### src/rtl/ddr2_host_arbiter.sv
// Round-robin arbiter sharing the ddr2_server_controller host port among NUM_REQ requesters.
// Write bursts are streamed into the data FIFO before cmd_put; read returns follow an in-order tag FIFO.
module ddr2_host_arbiter #(
    parameter int unsigned NUM_REQ    = 4,
    parameter int unsigned ADDR_WIDTH = 25,
    parameter int unsigned BEAT_UNIT  = 8,
    parameter int unsigned TAG_DEPTH  = 8,
    parameter logic [2:0]  CMD_READ   = 3'b001,
    parameter logic [2:0]  CMD_WRITE  = 3'b010
) (
    input  logic                          CLK,
    input  logic                          RESET_N,
    input  logic [NUM_REQ-1:0]            req_valid,
    input  logic [3*NUM_REQ-1:0]          req_cmd,
    input  logic [2*NUM_REQ-1:0]          req_sz,
    input  logic [ADDR_WIDTH*NUM_REQ-1:0] req_addr,
    output logic [NUM_REQ-1:0]            req_ack,
    input  logic [64*NUM_REQ-1:0]         wr_data,
    input  logic [NUM_REQ-1:0]            wr_valid,
    output logic [NUM_REQ-1:0]            wr_ready,
    output logic [63:0]                   rd_data,
    output logic [ADDR_WIDTH-1:0]         rd_addr,
    output logic [NUM_REQ-1:0]            rd_valid,
    output logic [2:0]                    CMD,
    output logic [1:0]                    SZ,
    output logic [ADDR_WIDTH-1:0]         ADDR,
    output logic                          cmd_put,
    output logic [63:0]                   DIN,
    output logic                          put_dataFIFO,
    output logic                          FETCHING,
    input  logic [63:0]                   DOUT,
    input  logic [ADDR_WIDTH-1:0]         RADDR,
    input  logic                          VALIDOUT,
    input  logic                          READY,
    input  logic                          NOTFULL
);
    localparam int unsigned IdW  = $clog2(NUM_REQ);
    localparam int unsigned PtrW = $clog2(TAG_DEPTH);
    localparam int unsigned CntW = PtrW + 1;

    typedef enum logic [1:0] {StIdle, StWdata, StIssue} state_e;

    state_e                state_q, state_d;
    logic [IdW-1:0]        rr_q, rr_d, id_q, id_d;
    logic [2:0]            cmd_q, cmd_d, cmd_out_q, cmd_out_d;
    logic [1:0]            sz_q, sz_d, sz_out_q, sz_out_d;
    logic [ADDR_WIDTH-1:0] addr_q, addr_d, addr_out_q, addr_out_d;
    logic [7:0]            wbeat_q, wbeat_d, rbeat_q, rbeat_d;
    logic [PtrW-1:0]       wptr_q, wptr_d, rptr_q, rptr_d;
    logic [CntW-1:0]       cnt_q, cnt_d;
    logic [IdW+1:0]        tag_mem_q [TAG_DEPTH];

    logic [2:0]            cmd_a  [NUM_REQ];
    logic [1:0]            sz_a   [NUM_REQ];
    logic [ADDR_WIDTH-1:0] addr_a [NUM_REQ];
    logic [63:0]           wr_a   [NUM_REQ];
    logic [NUM_REQ-1:0]    elig;
    logic                  tag_full, tag_empty, push, pop, grant_vld;
    logic [IdW-1:0]        grant_id, head_id;
    logic [1:0]            head_sz;
    int unsigned           arb_idx;

    function automatic logic [7:0] beats(input logic [1:0] s);
        return 8'((32'(s) + 32'd1) * BEAT_UNIT);
    endfunction

    assign tag_full  = (cnt_q == CntW'(TAG_DEPTH));
    assign tag_empty = (cnt_q == '0);

    for (genvar g = 0; g < NUM_REQ; g++) begin : g_unpack
        assign cmd_a[g]  = req_cmd[3*g +: 3];
        assign sz_a[g]   = req_sz[2*g +: 2];
        assign addr_a[g] = req_addr[ADDR_WIDTH*g +: ADDR_WIDTH];
        assign wr_a[g]   = wr_data[64*g +: 64];
        // A read cannot be granted while its tag would have nowhere to go.
        assign elig[g]   = req_valid[g] & ~((req_cmd[3*g +: 3] == CMD_READ) & tag_full);
    end

    always_comb begin
        grant_vld = 1'b0;
        grant_id  = '0;
        arb_idx   = '0;
        for (int unsigned k = 0; k < NUM_REQ; k++) begin
            arb_idx = 32'(rr_q) + k;
            if (arb_idx >= NUM_REQ) arb_idx = arb_idx - NUM_REQ;
            if (!grant_vld && elig[arb_idx[IdW-1:0]]) begin
                grant_vld = 1'b1;
                grant_id  = arb_idx[IdW-1:0];
            end
        end
    end

    always_comb begin
        state_d      = state_q;
        rr_d         = rr_q;
        id_d         = id_q;
        cmd_d        = cmd_q;
        sz_d         = sz_q;
        addr_d       = addr_q;
        cmd_out_d    = cmd_out_q;
        sz_out_d     = sz_out_q;
        addr_out_d   = addr_out_q;
        wbeat_d      = wbeat_q;
        req_ack      = '0;
        wr_ready     = '0;
        put_dataFIFO = 1'b0;
        DIN          = '0;
        cmd_put      = 1'b0;
        push         = 1'b0;
        CMD          = cmd_out_q;
        SZ           = sz_out_q;
        ADDR         = addr_out_q;
        unique case (state_q)
            StIdle: begin
                if (grant_vld) begin
                    id_d    = grant_id;
                    cmd_d   = cmd_a[grant_id];
                    sz_d    = sz_a[grant_id];
                    addr_d  = addr_a[grant_id];
                    wbeat_d = '0;
                    rr_d    = (32'(grant_id) == NUM_REQ - 1) ? '0 : grant_id + 1'b1;
                    state_d = (cmd_a[grant_id] == CMD_WRITE) ? StWdata : StIssue;
                end
            end
            StWdata: begin
                wr_ready[id_q] = NOTFULL;
                DIN            = wr_a[id_q];
                put_dataFIFO   = wr_valid[id_q] & NOTFULL;
                if (put_dataFIFO) begin
                    wbeat_d = wbeat_q + 8'd1;
                    if (wbeat_q + 8'd1 == beats(sz_q)) state_d = StIssue;
                end
            end
            StIssue: begin
                CMD  = cmd_q;
                SZ   = sz_q;
                ADDR = addr_q;
                if (READY) begin
                    cmd_put       = 1'b1;
                    req_ack[id_q] = 1'b1;
                    cmd_out_d     = cmd_q;
                    sz_out_d      = sz_q;
                    addr_out_d    = addr_q;
                    push          = (cmd_q == CMD_READ);
                    state_d       = StIdle;
                end
            end
            default: state_d = StIdle;
        endcase
    end

    // Return path: beats are steered to whichever requester owns the oldest outstanding read.
    assign {head_id, head_sz} = tag_mem_q[rptr_q];
    assign FETCHING           = ~tag_empty;
    assign rd_data            = DOUT;
    assign rd_addr            = RADDR;

    always_comb begin
        rd_valid = '0;
        pop      = 1'b0;
        rbeat_d  = rbeat_q;
        if (VALIDOUT && !tag_empty) begin
            rd_valid[head_id] = 1'b1;
            pop               = (rbeat_q == beats(head_sz) - 8'd1);
            rbeat_d           = pop ? 8'd0 : rbeat_q + 8'd1;
        end
        wptr_d = push ? wptr_q + 1'b1 : wptr_q;
        rptr_d = pop ? rptr_q + 1'b1 : rptr_q;
        unique case ({push, pop})
            2'b10:   cnt_d = cnt_q + 1'b1;
            2'b01:   cnt_d = cnt_q - 1'b1;
            default: cnt_d = cnt_q;
        endcase
    end

    always_ff @(posedge CLK) begin
        if (push) tag_mem_q[wptr_q] <= {id_q, sz_q};
    end

    always_ff @(posedge CLK) begin
        if (!RESET_N) begin
            state_q    <= StIdle;
            rr_q       <= '0;
            id_q       <= '0;
            cmd_q      <= '0;
            sz_q       <= '0;
            addr_q     <= '0;
            cmd_out_q  <= '0;
            sz_out_q   <= '0;
            addr_out_q <= '0;
            wbeat_q    <= '0;
            rbeat_q    <= '0;
            wptr_q     <= '0;
            rptr_q     <= '0;
            cnt_q      <= '0;
        end else begin
            state_q    <= state_d;
            rr_q       <= rr_d;
            id_q       <= id_d;
            cmd_q      <= cmd_d;
            sz_q       <= sz_d;
            addr_q     <= addr_d;
            cmd_out_q  <= cmd_out_d;
            sz_out_q   <= sz_out_d;
            addr_out_q <= addr_out_d;
            wbeat_q    <= wbeat_d;
            rbeat_q    <= rbeat_d;
            wptr_q     <= wptr_d;
            rptr_q     <= rptr_d;
            cnt_q      <= cnt_d;
        end
    end
endmodule

### config.mk
export PLATFORM = sky130hd
export DESIGN_NAME = ddr2_host_arbiter
export DESIGN_NICKNAME = d
export VERILOG_FILES = /design/src/rtl/ddr2_host_arbiter.sv
export SDC_FILE = /design/constraint.sdc
export NUM_CORES = 1
export LEC_CHECK = 0
export CAP_MARGIN = 0
export CORE_AREA = 2 2 262 264
export DETAILED_ROUTE_END_ITERATION = 8
export DIE_AREA = 0 0 264 266
export HOLD_SLACK_MARGIN = 0.03
export PLACE_DENSITY_LB_ADDON = 0.1
export REMOVE_ABC_BUFFERS = 1
export SETUP_SLACK_MARGIN = 0.1
export SYNTH_ARGS = -nofsm -noshare
export SYNTH_HDL_FRONTEND = slang
export SYNTH_SLANG_ARGS = --single-unit
### constraint.sdc
create_clock -name CLK -period 3.6 [get_ports CLK]
set_input_delay 0.36 -clock CLK [delete_from_list [all_inputs] [get_ports CLK]]
set_output_delay 0.36 -clock CLK [all_outputs]
set_load 0.01 [all_outputs]
# After elaboration in Yosys (flattened, before gate mapping)
# Memory sizes are Yosys's and may differ from the RTL's. A register that Yosys moved wholly into a read port is not among the register bits.
# Cells that the tools add are included.
# op_classes
n_lt_le_gt_ge,14
add_sub_neg,17
bitwise_logic,17
n_mux,68
eq_ne,18
reduce_logical,18
# ops
cell,n
$mux W64,3
$bmux W64 S2,1
$mux W25,3
$bmux W25 S2,1
$mux W2,17
$mux W8,3
$mux W1,19
$lt A2 B3 Y1 const B,6
$add A8 B1 Y8 const B,2
$mux W4,4
$pmux W8 S2,1
$eq A3 B1 Y1 const B,5
$ge A3 B3 Y1 const B,5
$mux W3,5
$bmux W1 S2,5
$add A2 B1 Y3 const B,3
$and A1 B1 Y1,9
$eq A8 B6 Y1,1
$eq A8 B8 Y1,1
$ne A2 B2 Y1 const B,4
$pmux W4 S2,1
$sub A2 B1 Y2 const B,4
$sub A6 B1 Y7 const B,1
$add A2 B2 Y3 const B,2
other kinds (25),46
# totals
inputBits,478
mem_count,1
output_inout_bits,198
ff_bits,92
ram_bits,32
# memory_table
memory,words,word_bits,rd,rd_ports_with_merged_regs,write_ports,line_no,rtl
tag_mem_q,8,4,1,1,1,51,logic [IdW+1:0] tag_mem_q [TAG_DEPTH];

# Logic depth before layout (Yosys ltp)
# Gate-level depths: netlist (run 1).
# logic_depth
word_depth,24
mapped_depth,16
depth_no_buf,15

# Worst setup path before layout (run 1)
# No wires, ideal clock.
# synth_timing
kind,reg-to-reg
from,register (tool-made name)
to,register cnt_q[2]
setup_time_ns,0.070
required_time_ns,3.530
period_less_slack_ns,3.936
path_stages_with_launch,16
t_arrival_ns,3.865
path_slack_ns,-0.336
path_cell_list,dfxtp_1 -> clkbuf_1 -> mux4_2 -> mux2_2 -> ha_1 -> xor2_1 -> and3_1 -> o2111ai_1 -> inv_1 -> ha_1 -> xor2_1 -> ha_1 -> a21oi_1 -> xor2_1 -> or3_1 -> a21oi_1
# synth_lines
item,line_no,rtl
end signal: assignment,210,cnt_q <= cnt_d;
end: declaration,50,"logic [CntW-1:0] cnt_q, cnt_d;"

==> flow_metrics.env, run 1 <==
export IMPL_min_period_ps=3300
export IMPL_grt_usage=0.168
export IMPL_worst_r2r_cell_count=15
export IMPL_multi_input_area_um2=5550
export IMPL_syn_cell_area_um2=9340
export IMPL_power_density_nw_per_um2=474
export IMPL_grt_pass1_vias=9453
export IMPL_slew_headroom=0.473
export IMPL_synth_area_leaders="dfxtp_1, mux4_2, edfxtp_1"
export IMPL_ys_types=57
export IMPL_clk_path_buf_depth=2
export IMPL_syn_avg_cell_area_um2=9.49
export IMPL_clk_latency_ps=440
export IMPL_wl_per_cell_um=26.8
export IMPL_synthFlopType="dfxtp_1"
export IMPL_dp_cells=2238
export IMPL_ys_seq_elements=127
export IMPL_rsz0062_at_grt="false"
export IMPL_final_hold_worst_slack_ps=455
export IMPL_ys_seq_area_frac=0.306
export IMPL_critPathLaunchType="flip-flop"
export IMPL_yosysWarnings=0
export IMPL_via_count=9234
export IMPL_drv_slew=0
export IMPL_postRouteAntennaNets=0
export IMPL_overflow=0
export IMPL_num_rows=96
export IMPL_avgViaCountPerCell=4.06
export IMPL_synthCells=984
export IMPL_drive_gt1_frac=0.140
export IMPL_cts_tree="yes"
export IMPL_nFillCells=7345
export IMPL_fin_tns_setup_ps=0
export IMPL_netlist_area_leader_share=0.204
export IMPL_max_freq_mhz=303
export IMPL_cts_buffers_inserted=17
export IMPL_crit_fanout=5
export IMPL_grt_pass1_wl_um=81500
export IMPL_synthArstFlopShare=0
export IMPL_power_leakage_uw=0.00550
export IMPL_min_path_cells=2
export IMPL_status="finished clean"
export IMPL_port_buffers=497
export IMPL_synth_edf_count=32
export IMPL_final_common_cell="clkdlybuf4s50_1"
export IMPL_hold_class="flip-flop to flip-flop"
export IMPL_worstMarginPinSlew_ps=784
export IMPL_crit_arrival_ps=3670
export IMPL_clock_skew_ps=9.05
export IMPL_drcViolationCount=0
export IMPL_hpwl_um=49900
export IMPL_synth_area_leader_cell="dfxtp_1"
export IMPL_final_cell_mix="clkdlybuf4s50_1, nand2_1, dfxtp_1"
export IMPL_final_instance_count_excl_fill=2272
export IMPL_die_area_um2=70200
export IMPL_ir_drop_uv=404
export IMPL_die_x_um=264
export IMPL_total_power_uw=7310
export IMPL_post_route_period_util=0.916
export IMPL_start_util=0.138
export IMPL_finalHoldViolations=0
export IMPL_syn_to_final_growth_pct=65.2
export IMPL_htreeDepth=4
export IMPL_coreArea_um2=67700
export IMPL_nets=1863
export IMPL_finalSetupViolations=0
export IMPL_critical_path_required_ps=3970
export IMPL_die_height_um=266
export IMPL_routed_wl_um=60900
export IMPL_drt_iter0_markers=452
export IMPL_boundaryPins=676
export IMPL_antenna_found_initial=23
export IMPL_grt_max_degree=67
export IMPL_clockRootBuffer="clkbuf_16"
export IMPL_maxCapViolCount=0
export IMPL_first_pass_iters=4
export IMPL_place_gp_congestion=0.806
export IMPL_crit_path_end_kind="flip-flop"
export IMPL_path_clk_slew_ps=60
export IMPL_cts_sinks=127
export IMPL_worstSetupPathType="flip-flop to flip-flop"
export IMPL_regArea_um2=2870
-- flip-flops by register name, summed over array words and instances, names as in the netlist, 4 cells and up, named ones only --
| name | cells |
|---|---|
| cnt_q | 4 |
| wbeat_q | 8 |
| tag_mem_q | 32 |
| addr_out_q | 25 |
| addr_q | 25 |
| rbeat_q | 8 |
-- synthesized netlist by cell type, types with 3 or more instances --
cell / number
nand2_1: 207
nand3_1: 3
dfxtp_1: 95
buf_2: 3
clkbuf_1: 48
o22ai_1: 29
o21ai_1: 3
xor2_1: 13
nand4_1: 4
and2_1: 66
nand2b_1: 7
buf_6: 8
o21ai_0: 4
ha_1: 10
nor2_1: 51
buf_4: 90
nor3_1: 8
mux4_2: 74
buf_1: 7
and3_1: 5
a31oi_1: 4
mux2_2: 31
inv_1: 13
mux2i_1: 65
xnor2_1: 11
nor4b_1: 3
edfxtp_1: 32
nand3b_1: 3
a21oi_1: 51
-- worst max-delay path: stages (launching register included) --
cell,delay [ps]
dfxtp_4,400
mux4_2,520
mux2_4,320
buf_6,130
ha_2,170
xor2_1,150
xnor2_1,190
o2111ai_2,140
inv_2,110
ha_4,140
xor2_1,150
ha_1,180
a21oi_2,40
xor2_1,160
or3_1,300
a21oi_1,130
-- metal layers --
metal  GRT usage  share of wire
met1       0.216           0.45
met2       0.246           0.42
met3      0.0951           0.12
met4      0.0261         0.0097
met5      0.0263         0.0054
-- worst paths after layout --
| kind | from | endpoint | slack, ps |
|---|---|---|---|
| worst min register to register | addr_out_q[20] | addr_out_q[20] | 450 |
| worst min-delay path | addr_out_q[20] | addr_out_q[20] | 450 |
| worst max register to register | flip-flop | cnt_q[2] | 300 |
| worst max-delay path | flip-flop | cnt_q[2] | 300 |
-- per-stage QoR --
step / instance area (um^2) / util / worst slack, ps
after floorplan: 8360 / - / -3600
after global placement: 14800 / 0.218 / -37.9
after detailed placement: 14800 / 0.218 / -80.0
after CTS: 15300 / 0.226 / 107
after global routing: 15400 / 0.228 / 106
final: 15400 / 0.228 / 301
-- cell families (layout without fill, tap and decap cells) --
group                      count (synthesis)  in the layout  synth area share
DFF                                      127            127             0.306
and+or+nand+nor                          371            371             0.183
buffers and inverters                    169            573             0.111
AOI/OAI and AO/OA                        113            113            0.0779
adders and majority gates                 10             10            0.0134
other                                      0              2                 0
xor gates and xnor gates                  24             24            0.0225
muxes                                    170            170             0.285
-- cell type report --
cell class              count  share of cell area
multi-input cells         688               0.360
repair buffers            528               0.342
flip-flops and latches    127               0.186
well taps                 882              0.0715
clock buffers              18              0.0278
clock inverters            14             0.00932
inverters                  13             0.00316
diodes                      2            0.000324
-- what timing repair did --
item,in CTS,in global routing
endpoints found under the setup margin,2,2
resized for setup,3,17
hold buffers,0,0
pin swaps,0,8
setup buffers,0,0
-- power breakdown --
group | leakage, uW | switching, uW | internal [uW]
clock | 0.000276 | 697 | 1020
combinational | 0.00416 | 1780 | 1860
sequential | 0.00107 | 253 | 1700
Note: power is estimated with default switching activity, not from simulation.
==> run 2, diff against run 1 <==
Settings changed: GPL_ROUTABILITY_DRIVEN set to 0.
==> results of run 2 <==
No change in the layout: final DEF, timing and power equal those of run 1.
